$ cat src/rtl/seq_bin_to_bcd.sv
// seq_bin_to_bcd: multi-cycle binary-to-BCD converter (shift-and-add-3).
// Converts one input bit per clock behind a start/busy/done handshake and
// flags values that do not fit in the configured number of BCD digits.

module seq_bin_to_bcd #(
    parameter int BIN_W  = 8,
    parameter int DIGITS = 3
) (
    input  logic                  clk_i,
    input  logic                  rst_ni,
    input  logic                  start_i,
    input  logic [BIN_W-1:0]      bin_in_i,
    output logic                  busy_o,
    output logic                  done_o,
    output logic [4*DIGITS-1:0]   bcd_out_o,
    output logic                  overflow_o
);

    localparam int SW    = 4 * DIGITS;
    localparam int CNT_W = $clog2(BIN_W + 1);
    localparam logic [CNT_W-1:0] LAST_ITER = CNT_W'(BIN_W - 1);

    typedef enum logic [1:0] {
        IDLE  = 2'd0,
        SHIFT = 2'd1,
        DONE  = 2'd2
    } state_e;

    state_e            state_q, state_d;
    logic [BIN_W-1:0]  binSr_q, binSr_d;
    logic [SW-1:0]     scratch_q, scratch_d;
    logic              sticky_q, sticky_d;
    logic [CNT_W-1:0]  iterCnt_q, iterCnt_d;
    logic [SW-1:0]     bcd_q, bcd_d;
    logic              ovf_q, ovf_d;

    logic [SW-1:0]     scratchAdj;
    logic [SW-1:0]     scratchShifted;
    logic [BIN_W-1:0]  binShifted;
    logic              shiftOut;
    logic              accept;
    logic              lastIter;

    // A new conversion is taken whenever the converter is not mid-conversion.
    assign accept   = start_i && ((state_q == IDLE) || (state_q == DONE));
    assign lastIter = (state_q == SHIFT) && (iterCnt_q == LAST_ITER);

    // Add 3 to every scratch digit of 5 or more; digits never carry into each other.
    always_comb begin
        scratchAdj = scratch_q;
        for (int k = 0; k < DIGITS; k++) begin
            if (scratch_q[4*k +: 4] >= 4'd5) begin
                scratchAdj[4*k +: 4] = scratch_q[4*k +: 4] + 4'd3;
            end
        end
    end

    // Shift {scratch, binary} left by one; the scratch MSB falls out as the overflow bit.
    assign shiftOut       = scratchAdj[SW-1];
    assign scratchShifted = {scratchAdj[SW-2:0], binSr_q[BIN_W-1]};
    assign binShifted     = binSr_q << 1;

    // State register and all datapath registers, cleared asynchronously.
    always_ff @(posedge clk_i or negedge rst_ni) begin
        if (!rst_ni) begin
            state_q   <= IDLE;
            binSr_q   <= '0;
            scratch_q <= '0;
            sticky_q  <= 1'b0;
            iterCnt_q <= '0;
            bcd_q     <= '0;
            ovf_q     <= 1'b0;
        end else begin
            state_q   <= state_d;
            binSr_q   <= binSr_d;
            scratch_q <= scratch_d;
            sticky_q  <= sticky_d;
            iterCnt_q <= iterCnt_d;
            bcd_q     <= bcd_d;
            ovf_q     <= ovf_d;
        end
    end

    // Next-state logic: IDLE/DONE both accept start, SHIFT runs BIN_W iterations.
    always_comb begin
        state_d = state_q;
        unique case (state_q)
            IDLE:    state_d = start_i ? SHIFT : IDLE;
            SHIFT:   state_d = lastIter ? DONE : SHIFT;
            DONE:    state_d = start_i ? SHIFT : IDLE;
            default: state_d = IDLE;
        endcase
    end

    // Datapath next values: load on accept, iterate in SHIFT, capture results on the last iteration.
    always_comb begin
        binSr_d   = binSr_q;
        scratch_d = scratch_q;
        sticky_d  = sticky_q;
        iterCnt_d = iterCnt_q;
        bcd_d     = bcd_q;
        ovf_d     = ovf_q;
        if (accept) begin
            binSr_d   = bin_in_i;
            scratch_d = '0;
            sticky_d  = 1'b0;
            iterCnt_d = '0;
        end else if (state_q == SHIFT) begin
            binSr_d   = binShifted;
            scratch_d = scratchShifted;
            sticky_d  = sticky_q | shiftOut;
            iterCnt_d = iterCnt_q + CNT_W'(1);
            if (lastIter) begin
                bcd_d = scratchShifted;
                ovf_d = sticky_q | shiftOut;
            end
        end
    end

    // Output decode: busy while iterating, done for the single cycle spent in DONE.
    always_comb begin
        busy_o     = (state_q == SHIFT);
        done_o     = (state_q == DONE);
        bcd_out_o  = bcd_q;
        overflow_o = ovf_q;
    end

`ifndef SYNTHESIS
    logic digitsValid;

    // Every scratch digit must remain a legal decimal digit.
    always_comb begin
        digitsValid = 1'b1;
        for (int k = 0; k < DIGITS; k++) begin
            if (scratch_q[4*k +: 4] > 4'd9) begin
                digitsValid = 1'b0;
            end
        end
    end

    scratchDigitsLegal: assert property (@(posedge clk_i) disable iff (!rst_ni) digitsValid);
    busyDoneExclusive:  assert property (@(posedge clk_i) disable iff (!rst_ni) !(busy_o && done_o));
`endif

endmodule

$ cat config.mk
export PLATFORM = sky130hd
export DESIGN_NAME = seq_bin_to_bcd
export DESIGN_NICKNAME = d
export VERILOG_FILES = /design/src/rtl/seq_bin_to_bcd.sv
export SDC_FILE = /design/constraint.sdc
export NUM_CORES = 1
export LEC_CHECK = 0
export ABC_CLOCK_PERIOD_IN_PS = 1400
export BUFFER_PORTS_ARGS = -buffer_cell sky130_fd_sc_hd__buf_2
export CORE_MARGIN = 2
export CORE_UTILIZATION = 34
export CTS_BUF_LIST = sky130_fd_sc_hd__clkbuf_8
export DETAILED_ROUTE_END_ITERATION = 6
export GPL_ROUTABILITY_DRIVEN = 0
export MAX_ROUTING_LAYER = met4
export PLACE_DENSITY = 0.62
export RECOVER_POWER = 50
export SLEW_MARGIN = 20
export SYNTH_ARGS = -nofsm -noshare
export SYNTH_HDL_FRONTEND = slang
export SYNTH_SLANG_ARGS = --single-unit
$ cat constraint.sdc
create_clock -name clk_i -period 1.4 [get_ports clk_i]
set_clock_uncertainty 0.1 [all_clocks]
set_input_delay 0.07 -clock clk_i [delete_from_list [all_inputs] [get_ports clk_i]]
set_output_delay 0.07 -clock clk_i [all_outputs]
set_load 0.05 [all_outputs]
Yosys cells after proc, flatten, opt, wreduce, memory -nomap -nowiden:

Cells that the tools add are included.
Widths: inputs -> output; s select.

* flip-flop bits (word level): 40
* input bits: 11
* output and inout port bits: 15
* word-level logic and storage cells: 40

* add/sub/neg operators: 4
* magnitude comparators: 3
* eq/ne operators: 3
* muxes and demuxes: 14
* bitwise logic cells: 2
* reduce and logical (&&, ||, !) cells: 7

Operators with widths (number)
* $mux 12: 2
* $mux 4: 5
* $mux 8: 2
* $add 4x2->4 const B: 3
* $ge 4x3->1 const B: 3
* $add 4x1->4 const B: 1
* $eq 4x3->1 const B: 1
* $pmux 2 s2: 1
* $mux 1: 3
* $reduce_and 3->1: 1
* $eq 2x1->1 const B: 1
* $eq 2x2->1 const B: 1
* $logic_and 1x1->1: 2
* $logic_not 2->1: 1
* $mux 2: 1
* $reduce_bool 2->1: 1
* $reduce_or 2->1: 1
* $logic_or 1x1->1: 1
* $not 1->1: 1
* $or 1x1->1: 1

Longest topological paths before layout:

* depth in word-level cells: 5
* gate-level depth with buffers: 7
* depth with buffers taken out: 6

Least setup slack after synthesis:

No wires, ideal clock.

* path kind: register to register
* start: reg scratch_q[8]
* end: reg bcd_q[10], in the netlist bcd_out_o[10]
* library setup time: 0.125 ns
* arrival time: 1.287 ns
* required time: 1.175 ns
* path slack: -0.112 ns
* stages on the path, launching flop included: 7
* buffers on the path: 0
* clock period less this slack: 1.512 ns
* cell sequence: dfrtp_1 -> inv_1 -> ha_1 -> nand2b_1 -> a21oi_2 -> mux2i_1 -> mux2_2

* word-level cells in the longest chain between the ends: 2
* elaborated cells on any way between the ends: 3
* those cells by class: add/sub: 1; order compare: 1; mux: 1

RTL lines
* from (decl): RTL line 31 `logic [SW-1:0] scratch_q, scratch_d;`
* from (signal assigned): RTL line 76 `scratch_q <= scratch_d;`
* $add 4x2->4 / $ge 4x3->1 (equally long branches): RTL line 53, 52
* $mux 4 *: RTL line 52 `if (scratch_q[4*k +: 4] >= 4'd5) begin`
* to (signal assigned): RTL line 71 `bcd_q <= '0;`
* to (signal assigned): RTL line 79 `bcd_q <= bcd_d;`
* to (decl): RTL line 34 `logic [SW-1:0] bcd_q, bcd_d;`

Mark *: on every way between the ends. The rest lies on a longest branch, timed or not.
A chain may end at the register's enable or synchronous reset.

Worst setup path in the final report:

* start: reg scratch_q[9]
* end: reg bcd_q[10], in the netlist bcd_out_o[10]

The elaborated chain is that of the path after synthesis.

==> summary.txt <==
DRT Pass-1 Iters: 4
Cells after Synth: 173
Remaining DRCs: 0
Area of the multi-input gates: 0.00110 sq mm
Final antenna-violating net count: 0
I/O pin cnt: 26
Final total power: 7.69 mW
Syn-to-layout area delta: 55.9%
Routed len/inst: 13.9 microns
Clock sinks: 40
Std cell rows: 26
Yosys top cell area share: 53.7%
Initial Util: 35.8%
Detail Placement HPWL: 2530 microns
Antenna violations before repair: 0
Hold Crit Depth: 2
Crit path max-delay cell type: dfrtp_1
Die area: 0.00609 sq mm
Synth Flop Type: dfrtp_1
Vias: 1,508
H-tree depth: 2
Worst path cell trace: inv_2 > ha_4 > nand2b_4 > a21oi_4 > mux2i_2 > mux2_4
Reg2Reg Depth: 6
Status: finished, violations left
RSZ-0062 raised after global routing: true
Max Cap Viol: 0
Leakage: 1.30 nW
Slew HR: 41.1%
Layout cells sized above 1: 55.3%
CP Max Fanout: 3
Final setup vio count: 21
Netlist cell types: 27
CTS tree: done
Final Hold Viols: 0
Diodes inserted: 0
Fillers: 449
Util after Layout: 55.8%
Async SR Flop Fraction: 100%
Die H: 78.0 microns
Critical Path RT: 1.53 ns
Leading area contributor after synthesis: dfrtp_1
Failing checks: negative setup slack
Hold WC Path Type: flop to flop
Root buf cell: clkbuf_8
Vias in the first global route: 1,551
Worst-Skew Late Latency: 0.29 ns
Clock-pin slew on the worst setup and hold paths: 0.08 ns
EDFF count, synth: 0
Vias per cell: 4.77
Final worst slack: -0.192 ns
Worst-Margin Slew: 0.884 ns
Mapped cell area: 0.00186 sq mm
Commonest non-fill, non-tap cell in the layout: dfrtp_1
Crit path DAT: 1.72 ns
Internal reg-to-reg setup slack: -0.19 ns
Nets: 263
IO buf count: 25
Min Tclk post-route: 1.59 ns
Maximum clock frequency: 628 MHz
Synthesis warning total: 0
Crit start category: flop
Sequential fraction of the synthesis area: 53.7%
Wirelength, routed: 4400 microns
Fin crit share: 114%
Kind of critical path: flop to flop
GRT Util Overall: 15.3%
Core box area: 0.00520 sq mm
Die Wd: 78.0 microns
Global route overflow: 0
Largest stage delay, worst path: 0.39 ns
Cts bufs inserted: 5
First-pass GRT wire length: 7180 microns
Area contributors post-synth: dfrtp_1 54%, ha_1 4.7%, a22o_1 4.2%
Setup crit end kind: flop
Post-Syn Nets: 191
Largest net degree at the start of global routing: 41
Max VDD drop: 1.08 mV
Clock buffer depth: 2
Seq cells post-synth: 40
PwrDens: 2650 mW/mm^2
Commonest non-fill, non-tap cells in the layout: 36 x dfrtp_1, 30 x buf_4, 25 x buf_2
DRT iter0 DRCs: 69
Slew Limit Fails: 0
Register Area: 0.00101 sq mm
Hold Slack: 0.383 ns
Syn Area/Cell: 10.8 sq um
sequential cells by signal (all words and copies together), names as in the netlist:
name	cells
bcd_out_o	12
scratch_q	12
binSr_q	8
iterCnt_q	4
state_q	2
overflow_o	1
sticky_q	1
synthesized netlist by cell type (all sizes together) (6+ instances only):
cell,n
inv,8
ha,7
dfrtp,40
nor3b,6
a22oi,7
nor2,9
mux2,7
buf,7
o21ai,11
a21oi,15
a22o,9
nand2,21
layout make-up:
cell class                 instances  area share [%]
tap                               70            3.02
inverter                           8            1.46
clock buffer                       6            2.84
sequential                        40            34.6
clock inverter                     2           0.259
timing repair buffer              73            19.7
multi-input combinational        117            38.0
worst paths after layout:
check / start / to
setup / recovery: scratch_q[9] / bcd_out_o[10]
hold / removal: binSr_q[6] / binSr_q[6]
setup reg to reg: scratch_q[9] / bcd_out_o[10]
hold reg to reg: binSr_q[6] / binSr_q[6]
max in group asynchronous: rst_ni / state_q[0]
min in group asynchronous: rst_ni / binSr_q[6]
critical path, delay by kind of cell (launching register included):
family	cells	cell delay [ns]
flip-flops	1	0.39
AO/OA/AOI/OAI	1	0.19
buffers and inverters	1	0.09
multiplexers	2	0.46
adder cells (fa/ha/maj)	1	0.16
AND/OR/NAND/NOR	1	0.15
kinds of logic after synthesis:
family	Yosys count	share of synthesized area, %
buffers and inverters	16	4.63
and+or+nand+nor	52	13.9
adders and majority gates	7	4.70
AOI/OAI and AO/OA	44	15.3
xor gates and xnor gates	4	1.88
muxes	10	5.84
DFF	40	53.7
power breakdown:
| part | switching (mW) | leakage [nW] | internal, mW |
|---|---|---|---|
| Clock | 0.392 | 0.0538 | 0.388 |
| Combinational | 2.47 | 0.758 | 2.26 |
| Sequential | 0.484 | 0.492 | 1.70 |
| Total | 3.35 | 1.30 | 4.34 |
metal layers:
metal	part of all wire (%)	vias to the layer above	GRT usage (%)
met5	0	-	-
li1	-	747	-
met2	52	22	24.6
met4	1.3	0	5.26
met1	44	734	19.2
met3	2.8	5	3.56
what timing repair did:
action / CTS / global route
endpoints found under the hold margin: 49 / 0
gates resized for setup: 40 / 45
gates cloned: 0 / 0
hold buffers: 10 / 0
setup endpoints to repair: 22 / 32
pin swaps: 8 / 15
setup buffers: 5 / 8
per-stage QoR:
step                      TNS [ns]  cell area [sq um]  worst slack [ns]  instances
after floorplan             -0.523               1930           -0.0823        173
after CTS                    -1.08               2680            -0.114        308
final                        -1.68               2900            -0.192        316
after detailed placement     -1.41               2310            -0.126        286
after global routing         -3.46               2900            -0.238        316
after global placement      -0.998               2310           -0.0968        286
Power figures use the tool's default switching activity.
